<file path="config.mk">
export PLATFORM = sky130hd
export DESIGN_NAME = unary_rate_decoder
export DESIGN_NICKNAME = d
export VERILOG_FILES = /design/src/rtl/unary_pkg.sv /design/src/rtl/unary_bit_counter.sv /design/src/rtl/unary_rate_decoder.sv
export SDC_FILE = /design/constraint.sdc
export NUM_CORES = 1
export LEC_CHECK = 0
export ABC_CLOCK_PERIOD_IN_PS = 4800
export CAP_MARGIN = 20
export CORE_MARGIN = 2
export CORE_UTILIZATION = 50
export CTS_CLUSTER_SIZE = 25
export DETAILED_ROUTE_END_ITERATION = 8
export GPL_TIMING_DRIVEN = 0
export PLACE_DENSITY = 0.84
export SETUP_SLACK_MARGIN = 0.1
export SLEW_MARGIN = 40
export SYNTH_ARGS = -nofsm -noshare
export SYNTH_HDL_FRONTEND = slang
export SYNTH_SLANG_ARGS = --single-unit
</file>
<file path="constraint.sdc">
create_clock -name clk -period 4.8 [get_ports clk]
set_input_delay 0.72 -clock clk [delete_from_list [all_inputs] [get_ports clk]]
set_output_delay 0.72 -clock clk [all_outputs]
set_load 0.02 [all_outputs]
</file>
<file path="src/rtl/unary_pkg.sv">
// Shared types and constants for the unary rate-coded multiplier path.
// The default LOG_LEN also sizes the Sobol comparators on the encoder side.
package unary_pkg;

  localparam int unsigned DefaultWidth  = 16;
  localparam int unsigned DefaultLogLen = DefaultWidth - 1;

  typedef enum logic [1:0] {
    StIdle = 2'd0,
    StRun  = 2'd1,
    StDone = 2'd2
  } state_e;

endpackage

</file>
<file path="src/rtl/unary_bit_counter.sv">
// Ones and sample-period accumulators for one unary decode window, with a flag
// that marks the sample which completes the full 2^LogLen window.
module unary_bit_counter
  import unary_pkg::*;
#(
  parameter int unsigned LogLen = DefaultLogLen
) (
  input  logic            clk,
  input  logic            rst_n,
  input  logic            clr_i,
  input  logic            en_i,
  input  logic            bit_i,
  output logic [LogLen:0] ones_next_o,
  output logic [LogLen:0] cyc_next_o,
  output logic            last_o
);

  localparam logic [LogLen:0] FullLen = {1'b1, {LogLen{1'b0}}};
  localparam logic [LogLen:0] LastCyc = FullLen - 1'b1;

  logic [LogLen:0] ones_q, ones_d;
  logic [LogLen:0] cyc_q, cyc_d;

  // Post-sample values are exposed so the owner can capture the final sample
  // on the same edge that ends the window.
  assign ones_next_o = ones_q + {{LogLen{1'b0}}, bit_i};
  assign cyc_next_o  = cyc_q + 1'b1;
  assign last_o      = (cyc_q == LastCyc);

  always_comb begin
    ones_d = ones_q;
    cyc_d  = cyc_q;
    if (clr_i) begin
      ones_d = '0;
      cyc_d  = '0;
    end else if (en_i) begin
      ones_d = ones_next_o;
      cyc_d  = cyc_next_o;
    end
  end

  always_ff @(posedge clk or negedge rst_n) begin
    if (!rst_n) begin
      ones_q <= '0;
      cyc_q  <= '0;
    end else begin
      ones_q <= ones_d;
      cyc_q  <= cyc_d;
    end
  end

endmodule

</file>
<file path="src/rtl/unary_rate_decoder.sv">
// Counts ones in a unary product bitstream over a 2^LOG_LEN window (or until an
// early stop) and hands the count and sampled-period count out over valid/ready.
module unary_rate_decoder
  import unary_pkg::*;
#(
  parameter int unsigned WIDTH   = DefaultWidth,
  parameter int unsigned LOG_LEN = WIDTH - 1
) (
  input  logic             clk,
  input  logic             rst_n,
  input  logic             i_start,
  input  logic             i_bit,
  input  logic             i_stop,
  output logic             o_run,
  output logic             o_valid,
  input  logic             i_ready,
  output logic [LOG_LEN:0] o_count,
  output logic [LOG_LEN:0] o_cycles
);

  state_e state_q, state_d;

  logic             acc_clr;
  logic             acc_en;
  logic             acc_last;
  logic             done_entry;
  logic [LOG_LEN:0] ones_next;
  logic [LOG_LEN:0] cyc_next;
  logic [LOG_LEN:0] count_q, count_d;
  logic [LOG_LEN:0] cycles_q, cycles_d;

  unary_bit_counter #(
    .LogLen(LOG_LEN)
  ) u_counter (
    .clk        (clk),
    .rst_n      (rst_n),
    .clr_i      (acc_clr),
    .en_i       (acc_en),
    .bit_i      (i_bit),
    .ones_next_o(ones_next),
    .cyc_next_o (cyc_next),
    .last_o     (acc_last)
  );

  always_ff @(posedge clk or negedge rst_n) begin
    if (!rst_n) begin
      state_q <= StIdle;
    end else begin
      state_q <= state_d;
    end
  end

  always_comb begin
    state_d = state_q;
    unique case (state_q)
      StIdle: if (i_start) state_d = StRun;
      StRun:  if (i_stop || acc_last) state_d = StDone;
      StDone: if (i_ready) state_d = i_start ? StRun : StIdle;
      default: state_d = StIdle;
    endcase
  end

  always_comb begin
    o_run      = (state_q == StRun);
    o_valid    = (state_q == StDone);
    acc_en     = (state_q == StRun);
    // A window starts from IDLE or back-to-back from a completing handshake.
    acc_clr    = i_start && ((state_q == StIdle) || ((state_q == StDone) && i_ready));
    done_entry = (state_q == StRun) && (i_stop || acc_last);
  end

  always_comb begin
    count_d  = count_q;
    cycles_d = cycles_q;
    if (done_entry) begin
      count_d  = ones_next;
      cycles_d = cyc_next;
    end
  end

  always_ff @(posedge clk or negedge rst_n) begin
    if (!rst_n) begin
      count_q  <= '0;
      cycles_q <= '0;
    end else begin
      count_q  <= count_d;
      cycles_q <= cycles_d;
    end
  end

  assign o_count  = count_q;
  assign o_cycles = cycles_q;

endmodule

</file>
Word-level counts from Yosys, hierarchy flattened
Index checks and enable logic that the tools add are counted.
W data, S select, Z words.
{"block": "totals", "reg_bits": 66, "input_bits": 6, "word_cells": 30}
{"block": "op_classes", "n_addsub": 2, "n_eq_ne": 6, "n_mux": 9, "n_reduce_logical": 8}
{"cell": "$mux W16", "n": 4}
{"cell": "$add A16 B1 Y16", "n": 1}
{"cell": "$add A16 B1 Y16 const B", "n": 1}
{"cell": "$eq A16 B15 Y1 const B", "n": 1}
{"cell": "$mux W2", "n": 3}
{"cell": "$pmux W2 S3", "n": 1}
{"cell": "$ne A2 B1 Y1 const B", "n": 2}
{"cell": "$logic_and A1 B1 Y1", "n": 3}
{"cell": "$reduce_and A3 Y1", "n": 1}
{"cell": "$eq A2 B1 Y1 const B", "n": 1}
{"cell": "$eq A2 B2 Y1 const B", "n": 1}
{"cell": "$logic_not A2 Y1", "n": 1}
{"cell": "$logic_or A1 B1 Y1", "n": 2}
{"cell": "$ne A2 B2 Y1 const B", "n": 1}
{"cell": "$reduce_bool A2 Y1", "n": 1}
{"cell": "$mux W1", "n": 1}

Depth between registers and ports, before layout
{"block": "depth", "ltp_word": 5, "depth_mapped": 8, "mapped_depth_nobuf": 7}

Hierarchy
A second synthesis with hierarchy kept.
{"block": "hier_totals", "hier_cells": 317, "area_unflattened_um2": 3535.9}
{"mod": "unary_bit_counter", "n_inst": 1, "cells_each": 238, "area_each_um2": 2057.0, "seq_area_each_um2": 800.8}
{"mod": "unary_rate_decoder", "n_inst": 1, "cells_each": 79, "area_each_um2": 1478.9, "seq_area_each_um2": 850.8}

Worst setup path before layout
Ideal clock, no wire load.
{"block": "synth_path", "path_kind": "input to register", "startpoint": "input port i_bit", "endpoint": "register count_q[12] (netlist: o_count[12])", "setup_time_ns": 0.083, "arrival_ns": 1.932, "t_required_ns": 4.717, "slack_ns": 2.785, "cell_stages": 7, "cell_sequence": "ha_1 ha_1 nand4_1 nor3_1 nand2_1 xor2_1 o21ai_0"}
{"block": "synth_via", "elab_chain_len": 1}
{"element": "start: declaration", "line": "unary_rate_decoder.sv:12", "text": "input logic i_bit,"}
{"element": "$add A16 B1 Y16", "line": "unary_bit_counter.sv:26", "text": "assign ones_next_o = ones_q + {{LogLen{1'b0}}, bit_i};"}
{"element": "end signal: assignment", "line": "unary_rate_decoder.sv:86", "text": "count_q <= count_d;"}
{"element": "end: declaration", "line": "unary_rate_decoder.sv:29", "text": "logic [LOG_LEN:0] count_q, count_d;"}
Every way passes these cells.
A chain may end at the register's enable or synchronous reset.

Final worst setup path
{"block": "layout_path", "startpoint": "register state_q[1]", "endpoint": "output port o_run"}
{"block": "layout_via", "elab_chain_len": 1}
{"element": "start: declaration", "line": "unary_rate_decoder.sv:21", "text": "state_e state_q, state_d;"}
{"element": "start signal: assignment", "line": "unary_rate_decoder.sv:47", "text": "state_q <= StIdle;"}
{"element": "start signal: assignment", "line": "unary_rate_decoder.sv:49", "text": "state_q <= state_d;"}
{"element": "$eq A2 B1 Y1", "line": "unary_rate_decoder.sv:64", "text": "o_run = (state_q == StRun);"}
{"element": "end: declaration", "line": "unary_rate_decoder.sv:14", "text": "output logic o_run,"}
Every way passes these cells.

==> metrics.csv <==
stage,metric,value,unit
floorplanning,initial_core_util,51.6,%
critical_path,startpoint,state_q[1],
floorplanning,core_area,0.00631,sq mm
detailed_routing,vias_per_cell,5.70,
cells_and_area,fin_cells,473,
cells_and_area,fin_nets,400,
critical_path,cp.required,4.08,ns
critical_path,rr_worst_depth,8,
detailed_routing,antenna_left,0,
run,maxCapViolations,0,
power,p_seq_share,39.0,%
global_routing,grt_pass1_vias,2674,
sta,finalSetupViolations,0,
critical_path,cp_slowest_cell,clkdlybuf4s50_1,
cells_and_area,stdcell_area,0.00395,sq mm
critical_path,end_kind,output port,
floorplanning,fp.dieH,84.8,um
synth,yosysUniqueCellTypes,36,
placed_design,routabilityCongestion,0.877,
detailed_routing,post_drt_wl_per_cell,16.0,um
cells_and_area,area_delta_synth_final,21.1,%
power,p_int,1.02,mW
clock_network,cts_sinks,66,
placed_design,io_buffers,39,
cells_and_area,mostFrequentLayoutCells,"o21ai_0 (66), dfrtp_1 (66), nand2_1 (49)",
placed_design,place_hpwl,5.28,mm
cells_and_area,antenna_cells,0,
floorplanning,row_count,29,
sta,period_share,66.5,%
clock_network,clk_pin_slew,0.07,ns
critical_path,worstReg2RegStart,u_counter.cyc_q[0],
synth,synth_edf_count,0,
synth,synth_seq_cells,66,
critical_path,r2r_slack,2.62,ns
critical_path,cp_num_buf_inv,4,
critical_path,crit_chain,nand2b_1 -> buf_2 -> clkinv_1 -> clkbuf_1 -> clkdlybuf4s50_1,
detailed_routing,detail_route.first_pass.iterations,4,
floorplanning,die_w,84.8,um
synth,yosysSeqAreaShare,50.7,%
synth,yosysWarnings,0,
placed_design,dpl_worst_slack,1.94,ns
synth,synth_area,0.00326,sq mm
sta,max_freq,313,MHz
critical_path,cp_top_family,buffers and inverters,
sta,slew_viol_final,0,
power,p_per_area,416,mW/mm^2
sta,worst_pin_slew,0.604,ns
critical_path,critical_path_arrival,2.47,ns
global_routing,grt_max_degree,44,
power,vdd_drop_max,0.000278,V
critical_path,crit_cells,5,
global_routing,grtUsageTotal,22.8,%
sta,holdWs,0.263,ns
clock_network,clockRootBuffer,clkbuf_8,
global_routing,grt_first_pass_wirelength,12.8,mm
synth,ys_async_sr_fraction,100,%
clock_network,htreeDepth,3,
critical_path,critPathMaxStageDelay,0.72,ns
floorplanning,top_level_ports,40,
global_routing,overflow,0,
placed_design,place_area,0.00376,sq mm
synth,ys.flop_type,dfrtp_1,
sta,fin_skew,0.00746,ns
cells_and_area,drive_gt1_share,9.34,%
critical_path,crit_type,flip-flop to output port,
placed_design,placedCellCount,457,
clock_network,cts_made_buffers,9,
worst_hold_path,worstHoldPathType,input port to asynchronous set/reset pin,
clock_network,clock_latency,0.35,ns
synth,synthCells,340,
clock_network,ctsLongestPathBuffers,2,
clock_network,postCtsSetupRepairBufs,0,
sta,period_minus_slack,3.19,ns
power,power_frac_comb,34.5,%
sta,fin_ws,1.61,ns
clock_network,post_cts_resized,0,
detailed_routing,drtIter0Drc,206,
clock_network,cts_tree,yes,
detailed_routing,routed_wirelength,7.55,mm
detailed_routing,drc_errors,0,
floorplanning,die_area,0.00718,sq mm
global_routing,antenna_found_initial,0,
power,clockPowerShare,26.5,%
critical_path,cp-start-kind,flip-flop,
sta,rsz0062_at_grt,false,
power,switchingPower,0.619,mW
sta,slew_headroom,59.7,%
critical_path,critPathMaxFanout,10,
sta,hold_viol,0,
synth,syn_area_per_cell,9.59,sq um
power,sw_frac_of_total,37.7,%
sta,setup_tns,0,ns
power,total_leakage_power,1.68,nW
run_status,status,completed,
synth,syn_nets,349,
detailed_routing,vias,2698,
clock_network,ctsHoldBuffers,0,
==> worst reg2reg max path, stage by stage (launching register included) <==
cell and delay (ns):
dfrtp_1 0.43, ha_1 0.21, buf_2 0.18, nand3b_1 0.15
nor4_4 0.06, o21ai_2 0.33, clkbuf_1 0.49, nand2_1 0.15
o21ai_0 0.11
==> flip-flops by register name, indices dropped and copies added, names as in the netlist <==
name and count:
state_q 2, u_counter.cyc_q 16, o_cycles 16, u_counter.ones_q 16, o_count 16
==> stage by stage <==
| stage | utilization, % | power (mW) |
|---|---|---|
| CTS | 62.5 | 1.64 |
| finish | 62.5 | 1.64 |
| global placement | 59.4 | 1.19 |
| global route | 62.5 | 1.73 |
| detailed placement | 59.6 | 1.21 |
| floorplan | - | 0.994 |
==> worst paths after layout <==
kind                                      to
max in group asynchronous        o_count[15]
worst max register to register  o_cycles[10]
worst min-delay path              state_q[1]
min in group clk                 o_count[15]
worst min register to register   o_count[15]
worst max-delay path                   o_run
==> routing by layer <==
layer / wire (um) / track usage [%] / vias up / part of all wire, %
li1: - / - / 1291 / -
met1: 3420 / 30.9 / 1315 / 45
met2: 3610 / 35.8 / 82 / 48
met3: 396 / 4.03 / 10 / 5.2
met4: 128 / 11.1 / 0 / 1.7
met5: 0 / 0 / - / 0
==> layout make-up <==
| type | count | area (sq um) |
|---|---|---|
| timing repair buffer | 40 | 408 |
| clock buffer | 14 | 173 |
| sequential | 66 | 1650 |
| tap | 77 | 96.3 |
| inverter | 8 | 30.0 |
| buffer | 22 | 100 |
| clock inverter | 2 | 10.0 |
| fill | 554 | 2370 |
| multi-input combinational | 244 | 1480 |
==> power by group through the flow <==
stage,combinational (mW),sequential [mW],clock (mW)
5_1_grt,0.619,0.648,0.458
6_report,0.566,0.640,0.435
4_1_cts,0.566,0.640,0.436
2_1_floorplan,0.326,0.668,0
3_5_place_dp,0.564,0.650,0
3_3_place_gp,0.546,0.646,0
==> cells by family after synthesis <==
logic type / Yosys count / share of synthesized area (%)
AO/OA/AOI/OAI: 108 / 18.7
AND/OR/NAND/NOR: 102 / 16.7
flip-flops: 66 / 50.7
buffers and inverters: 30 / 3.99
XOR/XNOR: 28 / 7.52
multiplexers: 3 / 1.27
adder cells (fa/ha/maj): 3 / 1.15
==> cells in the mapped netlist (3+ instances only) <==
cell | instances | area share (%)
buf_2 | 8 | 1.2
nand3_1 | 14 | 2.1
a31oi_1 | 6 | 1.2
nand2_1 | 49 | 5.6
o31ai_1 | 17 | 3.9
a22o_1 | 4 | 1.1
dfrtp_1 | 66 | 51
o21ai_0 | 66 | 10
xor2_1 | 16 | 4.3
xnor2_1 | 12 | 3.2
a21oi_1 | 13 | 2.0
clkbuf_1 | 12 | 1.4
nor4_4 | 3 | 2.0
nor2_1 | 15 | 1.7
nand4_1 | 3 | 0.58
or3_1 | 4 | 0.77
ha_1 | 3 | 1.2
inv_1 | 7 | 0.81
(Power assumes the default switching activity.)
==> edit 1: new RTL, same flow settings <==
Register the output `o_count` once more, cleared by the reset; this adds one clock of latency there. The other outputs are not delayed to match.
--- a/src/rtl/unary_rate_decoder.sv
+++ b/src/rtl/unary_rate_decoder.sv
@@ -89,5 +89,11 @@
   end
 
-  assign o_count  = count_q;
+  always_ff @(posedge clk or negedge rst_n) begin
+    if (!rst_n) begin
+      o_count <= '0;
+    end else begin
+      o_count <= count_q;
+    end
+  end
   assign o_cycles = cycles_q;
 
Check against the original RTL: not equivalent (a bounded check fails within 4 cycles, from zero or initial values and one cycle with rst_n low).
==> edit 1 against the original RTL <==
  * Wire length grew 1.7%
  * Utilization fell by 1.1 points
  * Power up 5.7%
  * Largest power group unchanged
  * Sequential cell count rose by 16
  * Critical path type unchanged
  * Synthesized area rose by 12%
  * Setup slack gained 0.17 ns
  * Via count is 6.2% higher
  * Final area is 11% higher
==> edit 1: results (changes against the original RTL) <==
[worst_setup_path]
reg2reg_depth = 9  ; was 8
cp_slowest_cell = clkdlybuf4s50_1  ; unchanged
max_stage_delay_ns = 0.72  ; about the same
crit_fanout = 10  ; unchanged
crit_family = buffers and inverters  ; unchanged
critPathArrivalTime_ns = 2.30  ; was 2.47 ns

[hold_path]
hp-class = in2async  ; unchanged

[detailed_routing]
wl_met3_um = 428  ; was 396 um
first_iter_violations = 218  ; was 206
dr.pass1.iters = 4  ; unchanged
wirelength_met1_um = 3205  ; was 3420 um
wl_met2_um = 3914  ; was 3608 um
avgViaCountPerCell = 5.629  ; was 5.704
wl_per_cell_um = 15.09  ; was 15.97 um

[global_route]
grt_max_degree = 58  ; was 44
grt_pass1_wl_um = 13080  ; was 12790 um
grt_pass1_vias = 2727  ; was 2674
use_met3 = 0.03786  ; was 0.04031
grtUsageTotal = 0.2162  ; was 0.2284
grt_util_met2 = 0.3542  ; was 0.3579
antenna_found_initial = 0  ; unchanged
met1_usage = 0.2843  ; was 0.3089

[cts]
cts_made_buffers = 9  ; unchanged
clock_latency_ns = 0.37  ; was 0.35 ns
h-tree-depth = 3  ; unchanged
clkTransAtPathRegs_ns = 0.09  ; was 0.07 ns
post_cts_buffers = 0  ; unchanged
clock_path_buffers = 2  ; unchanged
post_cts_resized = 0  ; unchanged

[finish]
instances_no_fill = 509  ; was 473
nets = 414  ; was 400
drive_above_1_share = 0.1000  ; was 0.09343
antenna_cells = 0  ; unchanged

[logic_synthesis]
yosys_warnings = 0  ; unchanged
synthArstFlopShare = 1.000  ; unchanged
yosysSeqAreaShare = 0.5640  ; was 0.5065
yosysMostFrequentCell = dfrtp_1
syn_inst = 354  ; was 340
synth.net_count = 363  ; was 349
synth.area.top_cells = dfrtp_1, o21ai_0, nand2_1  ; unchanged
synth_cell_types = 40  ; was 36
netlist_top_cells_count = dfrtp_1, o21ai_0, nand2_1, o31ai_1, nor2_1  ; was dfrtp_1, o21ai_0, nand2_1, o31ai_1, xor2_1

[placement]
placed_cells = 493  ; was 457
port_buffers = 39  ; unchanged
dp_slack_ns = 1.915  ; was 1.939 ns
placed_area_um2 = 4182  ; was 3765 um2
post-dp-hpwl_um = 5222  ; was 5278 um
gp_congestion = 0.8488  ; was 0.8768

[power_and_ir_drop]
p_sw_w = 0.0005950  ; was 0.0006186 W
leakagePower_nw = 1.864  ; was 1.677 nW
ir_worst_vdd_v = 0.0002068  ; was 0.0002782 V

[outcome]
status = completed  ; unchanged

[timing]
slew_headroom = 0.6084  ; was 0.5973
hold_viol = 0  ; unchanged
worst_clock_skew_ns = 0.007838  ; was 0.007458 ns

edit 1: cell count changes after synthesis, sizes merged, moves of 3 or more:
cell / unedited run / this run
dfrtp: 66 / 82
o21ai: 68 / 72
nor3: 2 / 5
nor2: 15 / 18
nor2b: 1 / 4
or3: 4 / 1
and2: 3 / 0
inv: 7 / 4
a21oi: 13 / 6
edit 1: final timing paths:
path / from / to / slack, ns
setup / recovery: state_q[1]$_DFFE_PN0P_ / o_run / 1.78
hold / removal: rst_n / o_count[12]$_DFF_PN0_ / 0.19
setup reg to reg: u_counter.ones_q[0]$_DFFE_PN0P_ / count_q[10]$_DFFE_PN0P_ / 2.73
hold reg to reg: count_q[12]$_DFFE_PN0P_ / o_count[12]$_DFF_PN0_ / 0.38
max in group asynchronous: rst_n / o_cycles[8]$_DFFE_PN0P_ / 4.06
min in group clk: count_q[12]$_DFFE_PN0P_ / o_count[12]$_DFF_PN0_ / 0.38
edit 1: cell families after synthesis:
logic type	share of synthesized area
adders and majority gates	0.01032
xor gates and xnor gates	0.06740
muxes	0.01031
buffers and inverters	0.03198
AOI/OAI and AO/OA	0.1651
and+or+nand+nor	0.1510
DFF	0.5640
edit 1: power by group through the flow:
stage / clock network, W / logic, W / registers, W
final: 0.000508 / 0.000441 / 0.000785
after global placement: 0 / 0.000421 / 0.000797
after floorplan: 0 / 0.000237 / 0.000814
after global routing: 0.000543 / 0.000485 / 0.000793
after CTS: 0.000515 / 0.000440 / 0.000785
after detailed placement: 0 / 0.000438 / 0.000798
edit 1: cell type report:
type                            count  area [um2]
Buffer                             21       97.59
Sequential cell                    82        2052
Timing Repair Buffer               40       419.2
Clock buffer                        9       123.9
Clock inverter                      7       76.32
Inverter                            5       18.77
Fill cell                         614        2755
Multi-Input combinational cell    246        1470
Tap cell                           99       123.9
==> edit 2: new RTL, same flow settings <==
Made on the original files. Change the package constant `DefaultWidth` from 16 to 32.
--- a/src/rtl/unary_pkg.sv
+++ b/src/rtl/unary_pkg.sv
@@ -3,5 +3,5 @@
 package unary_pkg;
 
-  localparam int unsigned DefaultWidth  = 16;
+  localparam int unsigned DefaultWidth  = 32;
   localparam int unsigned DefaultLogLen = DefaultWidth - 1;
 
Ports: changed (resized o_count and o_cycles); port bits go from 40 to 72. The function was not compared with the original's and may differ.
==> edit 2 against the original RTL <==
  * Count of clock-buffer cells in the layout grew 4
  * Synthesized area up 110%
  * First-iteration DRC count grew to 2.8 times the old value
  * Power up 140%
  * Final area increased by 120%
  * Wire length increased by 130%
  * Critical endpoint unchanged
  * Largest cell class is now multi-input gates
  * Setup slack improved by 0.12 ns
  * Combinational power is 110% higher
  * Sequential power up 110%
  * Sequential cell count grew 64
==> edit 2: results (changes against the original RTL) <==
[outcome]
status = completed  ; unchanged

[logic_synthesis]
synth_top_area_frac = 0.4738  ; was 0.5065
syn_inst = 660  ; was 340
netlist_top_cells_count = dfrtp_1, o21ai_0, a21oi_1, xnor2_1, nand2_1  ; was dfrtp_1, o21ai_0, nand2_1, o31ai_1, xor2_1
synth.area.top_cells = dfrtp_1, mux2_4, xnor2_1  ; was dfrtp_1, o21ai_0, nand2_1
yosysSeqAreaShare = 0.4738  ; was 0.5065
synth_cell_types = 50  ; was 36
synth.net_count = 669  ; was 349

[timing]
worst_clock_skew_ns = 0.008462  ; was 0.007458 ns
slew_headroom = 0.4704  ; was 0.5973

[detailed_routing]
dr.pass1.iters = 5  ; was 4
wl_met3_um = 1219  ; was 396 um
wl_per_cell_um = 18.61  ; was 15.97 um
wl_met2_um = 8620  ; was 3608 um
wirelength_met1_um = 7289  ; was 3420 um
first_iter_violations = 585  ; was 206
avgViaCountPerCell = 6.079  ; was 5.704
drt-total-wl_um = 17520  ; was 7554 um

[placement]
placed_cells = 909  ; was 457
dp_slack_ns = 1.402  ; was 1.939 ns
post-dp-hpwl_um = 11910  ; was 5278 um
gp_congestion = 0.9110  ; was 0.8768
placed_area_um2 = 7849  ; was 3765 um2
port_buffers = 71  ; was 39

[finish]
drive_above_1_share = 0.1529  ; was 0.09343
nets = 761  ; was 400

[global_route]
grtUsageTotal = 0.2508  ; was 0.2284
grt_max_degree = 50  ; was 44
grt_pass1_wl_um = 28750  ; was 12790 um
grt_pass1_vias = 5669  ; was 2674

[cts]
h-tree-depth = 4  ; was 3
clkTransAtPathRegs_ns = 0.06
cts_root_buf = clkbuf_16  ; was clkbuf_8
clock_latency_ns = 0.43  ; was 0.35 ns
cts_made_buffers = 17  ; was 9

[worst_setup_path]
crit_fanout = 10  ; unchanged
crit_path_start = state_q[1]$_DFFE_PN0P_  ; unchanged
crit_family = buffers and inverters  ; unchanged
critPathArrivalTime_ns = 2.35  ; was 2.47 ns
max_stage_delay_ns = 0.70  ; was 0.72 ns

[power_and_ir_drop]
ir_worst_vdd_v = 0.0003528  ; was 0.0002782 V
leakagePower_nw = 3.588  ; was 1.677 nW

## edit 2: cell types whose count changed after synthesis, sizes merged, moves of 10 or more
cell    unedited run  this run
clkbuf            12        29
mux2               3        40
a31oi              6        16
xnor2             12        52
nor2              15        27
nand2             49        37
dfrtp             66       130
a21oi             13        59
nand3             14        31
o31ai             17        33
## edit 2: final cells by class
class                   instances  area [um2]
plain buffers                  48       269.0
clock buffers                  18       439.2
clock inverters                14       235.2
fillers                      1056        4808
inverters                      10       37.54
multi-input cells             472        3322
flip-flops and latches        130        3253
well taps                     176       220.2
repair buffers                 73       763.2
## edit 2: metal layers
metal,GRT usage,vias to the layer above
met4,0.1099,0
li1,-,2603
met5,0,-
met1,0.3290,2821
met3,0.06203,37
met2,0.3957,259
## edit 2: logic make-up (layout without fill, tap and decap cells)
group	Yosys count	count (layout)	share of synthesized area
AOI/OAI and AO/OA	199	199	0.1728
and+or+nand+nor	166	166	0.1365
DFF	130	130	0.4738
xor gates and xnor gates	59	59	0.07527
buffers and inverters	58	163	0.04465
muxes	45	45	0.09149
adders and majority gates	3	3	0.005468
## edit 2: power breakdown
part / internal (W) / total (W) / switching, W
Combinational: 0.000468 / 0.00120 / 0.000736
Clock: 0.000985 / 0.00148 / 0.000490
Sequential: 0.00123 / 0.00133 / 0.0000998
## edit 2: final timing paths
check                           slack (ns)                         endpoint  depth (start not counted)
worst max-delay path                  1.73                            o_run                          5
worst min register to register        0.51  u_counter.ones_q[0]$_DFFE_PN0P_                          1
max in group asynchronous             3.78          o_count[15]$_DFFE_PN0P_                          3
worst max register to register        2.19           o_count[3]$_DFFE_PN0P_                          8
worst min-delay path                  0.17  u_counter.cyc_q[19]$_DFFE_PN0P_                          1
min in group clk                      0.51  u_counter.ones_q[0]$_DFFE_PN0P_                          1
